**config.mk**
```make
export PLATFORM = sky130hd
export DESIGN_NAME = pc_gen
export DESIGN_NICKNAME = d
export VERILOG_FILES = /design/src/rtl/pc_gen.sv
export SDC_FILE = /design/constraint.sdc
export NUM_CORES = 1
export LEC_CHECK = 0
export ABC_AREA = 0
export CAP_MARGIN = 20
export CORE_UTILIZATION = 57
export DETAILED_ROUTE_END_ITERATION = 10
export DONT_BUFFER_PORTS = 1
export PLACE_DENSITY_LB_ADDON = 0.2
export SLEW_MARGIN = 20
export SYNTH_ARGS = -nofsm -noshare
export SYNTH_HDL_FRONTEND = slang
export SYNTH_SLANG_ARGS = --single-unit
export TNS_END_PERCENT = 100
```
**constraint.sdc**
```tcl
create_clock -name clk -period 4.2 [get_ports clk]
set_input_delay 0.84 -clock clk [delete_from_list [all_inputs] [get_ports clk]]
set_output_delay 0.84 -clock clk [all_outputs]
set_load 0.01 [all_outputs]
```
**src/rtl/pc_gen.sv**
```systemverilog
// Fetch PC generator: trap > redirect > RAS return > sequential, with a circular return-address stack.
// Every pc update lands one cycle after its cause; pc holds while fetch_valid is high and fetch_ready is low.
module pc_gen #(
    parameter int unsigned      WIDTH      = 32,
    parameter logic [WIDTH-1:0] START_ADDR = 32'h80000000,
    parameter int unsigned      STEP       = 4,
    parameter int unsigned      RAS_DEPTH  = 4
) (
    input  logic                       clk,
    input  logic                       rst,
    output logic                       fetch_valid,
    input  logic                       fetch_ready,
    output logic [WIDTH-1:0]           pc,
    input  logic                       call_push,
    input  logic                       ret_pop,
    input  logic                       redirect_valid,
    input  logic [WIDTH-1:0]           redirect_pc,
    input  logic                       trap_valid,
    input  logic [WIDTH-1:0]           trap_pc,
    output logic [$clog2(RAS_DEPTH):0] ras_count
);
    localparam int unsigned      PW    = $clog2(RAS_DEPTH);
    localparam int unsigned      CW    = PW + 1;
    localparam int unsigned      LSB   = $clog2(STEP);
    localparam logic [WIDTH-1:0] ALIGN = {WIDTH{1'b1}} << LSB;
    localparam logic [CW-1:0]    FULL  = CW'(RAS_DEPTH);

    logic [WIDTH-1:0] pc_q;
    logic             valid_q;
    logic [CW-1:0]    cnt_q;
    logic [PW-1:0]    ptr_q;
    logic [WIDTH-1:0] ras_q [RAS_DEPTH];

    logic [WIDTH-1:0] pc_inc;
    logic [WIDTH-1:0] pc_nxt;
    logic [WIDTH-1:0] ras_top;
    logic [PW-1:0]    ptr_top;
    logic [PW-1:0]    ptr_nxt;
    logic [CW-1:0]    cnt_nxt;
    logic [PW-1:0]    ras_waddr;
    logic             ras_we;
    logic             fire;
    logic             do_pop;

    assign pc          = pc_q;
    assign fetch_valid = valid_q;
    assign ras_count   = cnt_q;

    // ptr_q is the next free slot; the newest entry sits one below it.
    assign pc_inc  = pc_q + WIDTH'(STEP);
    assign fire    = valid_q & fetch_ready;
    assign do_pop  = fire & ret_pop & (cnt_q != '0);
    assign ptr_top = ptr_q - PW'(1);
    assign ras_top = ras_q[ptr_top];

    always_comb begin
        pc_nxt    = pc_q;
        cnt_nxt   = cnt_q;
        ptr_nxt   = ptr_q;
        ras_we    = 1'b0;
        ras_waddr = ptr_q;
        if (trap_valid) begin
            pc_nxt  = trap_pc & ALIGN;
            cnt_nxt = '0;
            ptr_nxt = '0;
        end else if (redirect_valid) begin
            pc_nxt = redirect_pc & ALIGN;
        end else if (fire) begin
            pc_nxt = pc_inc;
            if (do_pop) begin
                pc_nxt = ras_top & ALIGN;
                if (call_push) begin
                    // Call and return together: swap the top entry in place.
                    ras_we    = 1'b1;
                    ras_waddr = ptr_top;
                end else begin
                    ptr_nxt = ptr_top;
                    cnt_nxt = cnt_q - CW'(1);
                end
            end else if (call_push) begin
                ras_we    = 1'b1;
                ras_waddr = ptr_q;
                ptr_nxt   = ptr_q + PW'(1);
                if (cnt_q != FULL) begin
                    cnt_nxt = cnt_q + CW'(1);
                end
            end
        end
    end

    always_ff @(posedge clk) begin
        if (rst) begin
            pc_q    <= START_ADDR;
            valid_q <= 1'b0;
            cnt_q   <= '0;
            ptr_q   <= '0;
        end else begin
            pc_q    <= pc_nxt;
            valid_q <= 1'b1;
            cnt_q   <= cnt_nxt;
            ptr_q   <= ptr_nxt;
        end
    end

    always_ff @(posedge clk) begin
        if (!rst && ras_we) begin
            ras_q[ras_waddr] <= pc_inc;
        end
    end
endmodule
```
==> reports/summary.md <==
The flow ran to the end, and the final reports show no timing, DRC or antenna violations. After detailed placement, the total cell area comes to 7780 um^2. Setup repair after global routing left no endpoint under its margin. Headroom to the max-slew limit came out at 36.6%. Entering global routing, the biggest net connects 43 pins. Final hold analysis gives a worst-case slack of 0.489 ns. The endpoint identified for the worst register-to-register timing path is ras_count[2].

Global routing used 40.3% of the available met1 tracks. The share of the clock period used by the worst path is 65.9%, and the number of buffers on the longest clock path is 2. For the slack of the worst reg-to-reg path, the log shows 1.43 ns. The class of the tightest hold or removal check was in2reg. The width of the die is 117 um, and the via density per instance is 6.87. Subtracting the final worst setup slack from the clock period gives 2.77 ns.

The mean cell area of the mapped netlist is 12.6 um^2. Across the routed clock network, the largest skew measured is 0.00640 ns. The power density of the placed cells is 437 nW/um^2.

Hold-critical path endpoint: pc[12]. Pin placement for this block handled 107 I/O pins. Area inside the core boundary: 12800 um^2.

The portion of the post-synthesis area used by sequential elements is 57.4%. The analysis attributes to cell leakage a power of 2.78 nW. The post-layout instance count excluding filler cells is 785. Summing the areas of all and, or, nand and nor instances in the mapped netlist gives 13.3% of the synthesized area. For the number of global-route vias before repair, the log shows 5414. By area, the combinational part of the netlist is dominated by simple AND/OR/NAND/NOR gates. Critical path's slowest cell: o31ai_4. Setup violations remaining at the end of the flow were counted as 0. IR analysis of the VDD net gives a maximum drop of 0.232 mV.

The critical path goes through o31ai_4, nor2_2, clkinv_1, ha_1, inv_1, a2111oi_2, o21ai_0, xor2_1, nor2_1. The tools report the critical path launch point type as a flop. The global-route track usage on met3 was 6.64%; the violation count after the first detailed-route iteration was 491. Clock latency on the worst-skew pair, taken at its later pin, is 0.42 ns. The cell at the root of the clock tree is clkbuf_16. Across the run, the number of max-cap violations was 0. The run gives 0 as the number of instances resized during post-cts repair.

The run gives 30.3% as the overall fraction of global-route tracks in use. Once detail routing completed, the nets flagged for antenna violations numbered 0. TritonCTS built the clock tree. In this run the vertical extent of the chip is 117 um.

The run gives 0.846 as the global placer's final weighted congestion. Area of the mapped netlist: 7600 um^2. Critical path endpoint category: a flop. Adder and majority gate portion of the synthesized area: 0.757%. For this run, the leading register cell type out of synthesis is edfxtp_1. For this run, design rule violations remaining after detail routing come to 0. The sum of buffers and inverters on the critical path is 2. Including well taps, the total number of placed cells is 753. The tools report the wire length of the first global-routing pass as 30900 um. The post-cts hold buffer count is 0.

Adding up every negative setup slack in the final design gives 0 ns. The logs give 65.9% for the final core utilization and 17 for the number of buffers created by CTS. Of the total synthesized cell area, the portion taken by XOR and XNOR cells is 3.57%. The net count after synthesis was 679. The post-route standard cell area excluding fillers is 8450 um^2, and the number of enable flip-flop cells after synthesis is 120. Before antenna repair, the detailed router went through 5 iterations. The initialized floorplan defines 41 standard-cell rows. The arrival time at the worst endpoint was 3.07 ns; the largest fanout of any net on the critical path was 17. The H-tree was split into 4 levels.

In the synthesized netlist, the number of instances is 604. The number of nets in the final layout was 675; the initial standard-cell utilization of the core was 59.3%. The number of diodes added for antenna fixing is 0. The most critical setup path has its startpoint at ras_count[1]. The aggregate routed wire length is 20000 um, and the wire length per cell is 25.5 um. The HPWL after detailed placement is 13200 um.

After synthesis the netlist holds a flip-flop and latch count of 158. The startpoint identified for the worst hold timing path is rst. Layer with the highest usage: met2. At the worst endpoint, the required time is 4.50 ns. The number of cells traversed by the worst register-to-register path is 9.

The count of input and output buffers is 0. After clock tree synthesis, the clock-pin slew on the worst setup and hold paths is 0.06 ns. The Yosys step of the flow raised 0 warnings.

Measured against the total synthesized area, the mux share comes to 9.47%. For this design, the sink count on the clock tree is 158. The buffers inserted during post-CTS setup optimization was 0. The number of pins with negative max-slew slack in the final report was 0; the maximum achievable frequency was 361 MHz. The type of the setup path with the least slack was reg2reg. Hold violation total from the final report: 0. At the pin with the least slew margin, the transition time is 0.948 ns. In the global route stage, met2 resource usage came out at 47.6%. Summing the areas of all compound-gate instances in the mapped netlist gives 12.3% of the synthesized area. For the via total after detailed routing, the log shows 5393.

The proportion of synthesized flip-flops having asynchronous set or reset was 0%. The die covers 13800 um^2. The share of cells above drive strength 1 works out to 16.8%.

In this run the critical register-to-register path is launched from ras_count[1]. The synthesis-to-layout area growth works out to 11.1%. The total global routing overflow was 0; the unique cell type count in the Yosys netlist was 70. The instance count along the most critical hold path was 1. The kind of cell with the highest combined delay along the critical path is compound AO/OA/AOI/OAI gates. The biggest cell delay along the critical path was 0.83 ns; the number of antenna violations at the first check in global routing was 0.
-- synth_stat cells, types with 4 or more instances --
| library cell | instances | area share (%) |
|---|---|---|
| edfxtp_1 | 120 | 47 |
| nand2_1 | 63 | 3.1 |
| dfxtp_1 | 38 | 10 |
| o21ai_0 | 32 | 2.1 |
| mux4_2 | 30 | 8.9 |
| nor2_1 | 27 | 1.3 |
| nor3_1 | 25 | 1.6 |
| xnor2_1 | 22 | 2.5 |
| a21oi_1 | 20 | 1.3 |
| clkbuf_1 | 18 | 0.89 |
| nand3_1 | 15 | 0.99 |
| buf_2 | 14 | 0.92 |
| nand4_1 | 12 | 0.99 |
| inv_1 | 11 | 0.54 |
| o21a_1 | 10 | 0.99 |
| xor2_1 | 9 | 1.0 |
| and4_1 | 8 | 0.92 |
| o211ai_1 | 8 | 0.79 |
| a221oi_1 | 6 | 0.69 |
| a211oi_1 | 5 | 0.49 |
| and3_1 | 5 | 0.41 |
| buf_4 | 5 | 0.49 |
| nor4_1 | 5 | 0.41 |
| a22oi_1 | 4 | 0.40 |
| nand2b_1 | 4 | 0.33 |
| nor4b_1 | 4 | 0.46 |
| o221ai_1 | 4 | 0.46 |
| o22ai_1 | 4 | 0.33 |
| or2_2 | 4 | 0.33 |
| or3_1 | 4 | 0.33 |
-- worst max path at each step --
stage | end | slack, ns | cells after the start
after floorplan | ras_q[2][10] | -0.07 | 5
after detailed placement | ras_count[2] | 1.23 | 10
after global routing | ras_count[2] | 1.20 | 9
final | ras_count[2] | 1.43 | 9
after global placement | ras_q[3][27] | 1.29 | 5
after CTS | ptr_q[1] | 1.42 | 7
-- metal layers --
layer	up-vias	part of all wire (%)
met5	-	0
met4	0	3.7
met3	55	9.0
met2	292	48
met1	2711	40
li1	2335	-
-- area by class of cell --
class                           instances  area, um^2
Fill cell                             988        4380
Sequential cell                       158        4370
Multi-Input combinational cell        393        3020
Clock buffer                           22         484
Tap cell                              172         215
Clock inverter                         10         183
Timing Repair Buffer                   18         135
Inverter                               12        45.0
-- where the power goes --
| part | total [mW] | switching (mW) | internal [mW] |
|---|---|---|---|
| clock | 1.71 | 0.597 | 1.12 |
| combinational | 0.193 | 0.116 | 0.0767 |
| sequential | 1.79 | 0.0697 | 1.72 |
-- cell families after synthesis --
kind of cell / count (synthesis)
AND/OR/NAND/NOR: 193
flip-flops: 158
AO/OA/AOI/OAI: 131
buffers and inverters: 53
multiplexers: 34
XOR/XNOR: 31
adder cells (fa/ha/maj): 4
-- registers in the layout (all words and copies together) (netlist names) --
signal / flops
ras_count: 3
ptr_q: 2
fetch_valid: 1
ras_q: 120
pc: 32
-- cell usage in the layout (no fill, tap or decap), drive strengths merged, types with 6 or more instances in the layout --
master / netlist / layout
edfxtp: 120 / 120
nand2: 63 / 63
dfxtp: 38 / 38
o21ai: 32 / 32
mux4: 30 / 30
nor2: 28 / 28
nor3: 25 / 25
xnor2: 22 / 22
clkbuf: 18 / 22
a21oi: 21 / 21
buf: 23 / 18
nand3: 16 / 16
nand4: 14 / 14
inv: 11 / 11
o21a: 10 / 10
xor2: 9 / 9
and4: 8 / 8
o211ai: 8 / 8
a221oi: 6 / 6
or3: 6 / 6
-- stage by stage --
| stage | worst slack, ns | total power, mW |
|---|---|---|
| finish | 1.43 | 3.69 |
| global route | 1.20 | 3.79 |
| CTS | 1.42 | 3.70 |
| detailed placement | 1.23 | 2.01 |
| global placement | 1.29 | 1.99 |
| floorplan | -0.0686 | 1.95 |
Note: power is estimated with default switching activity, not from simulation.
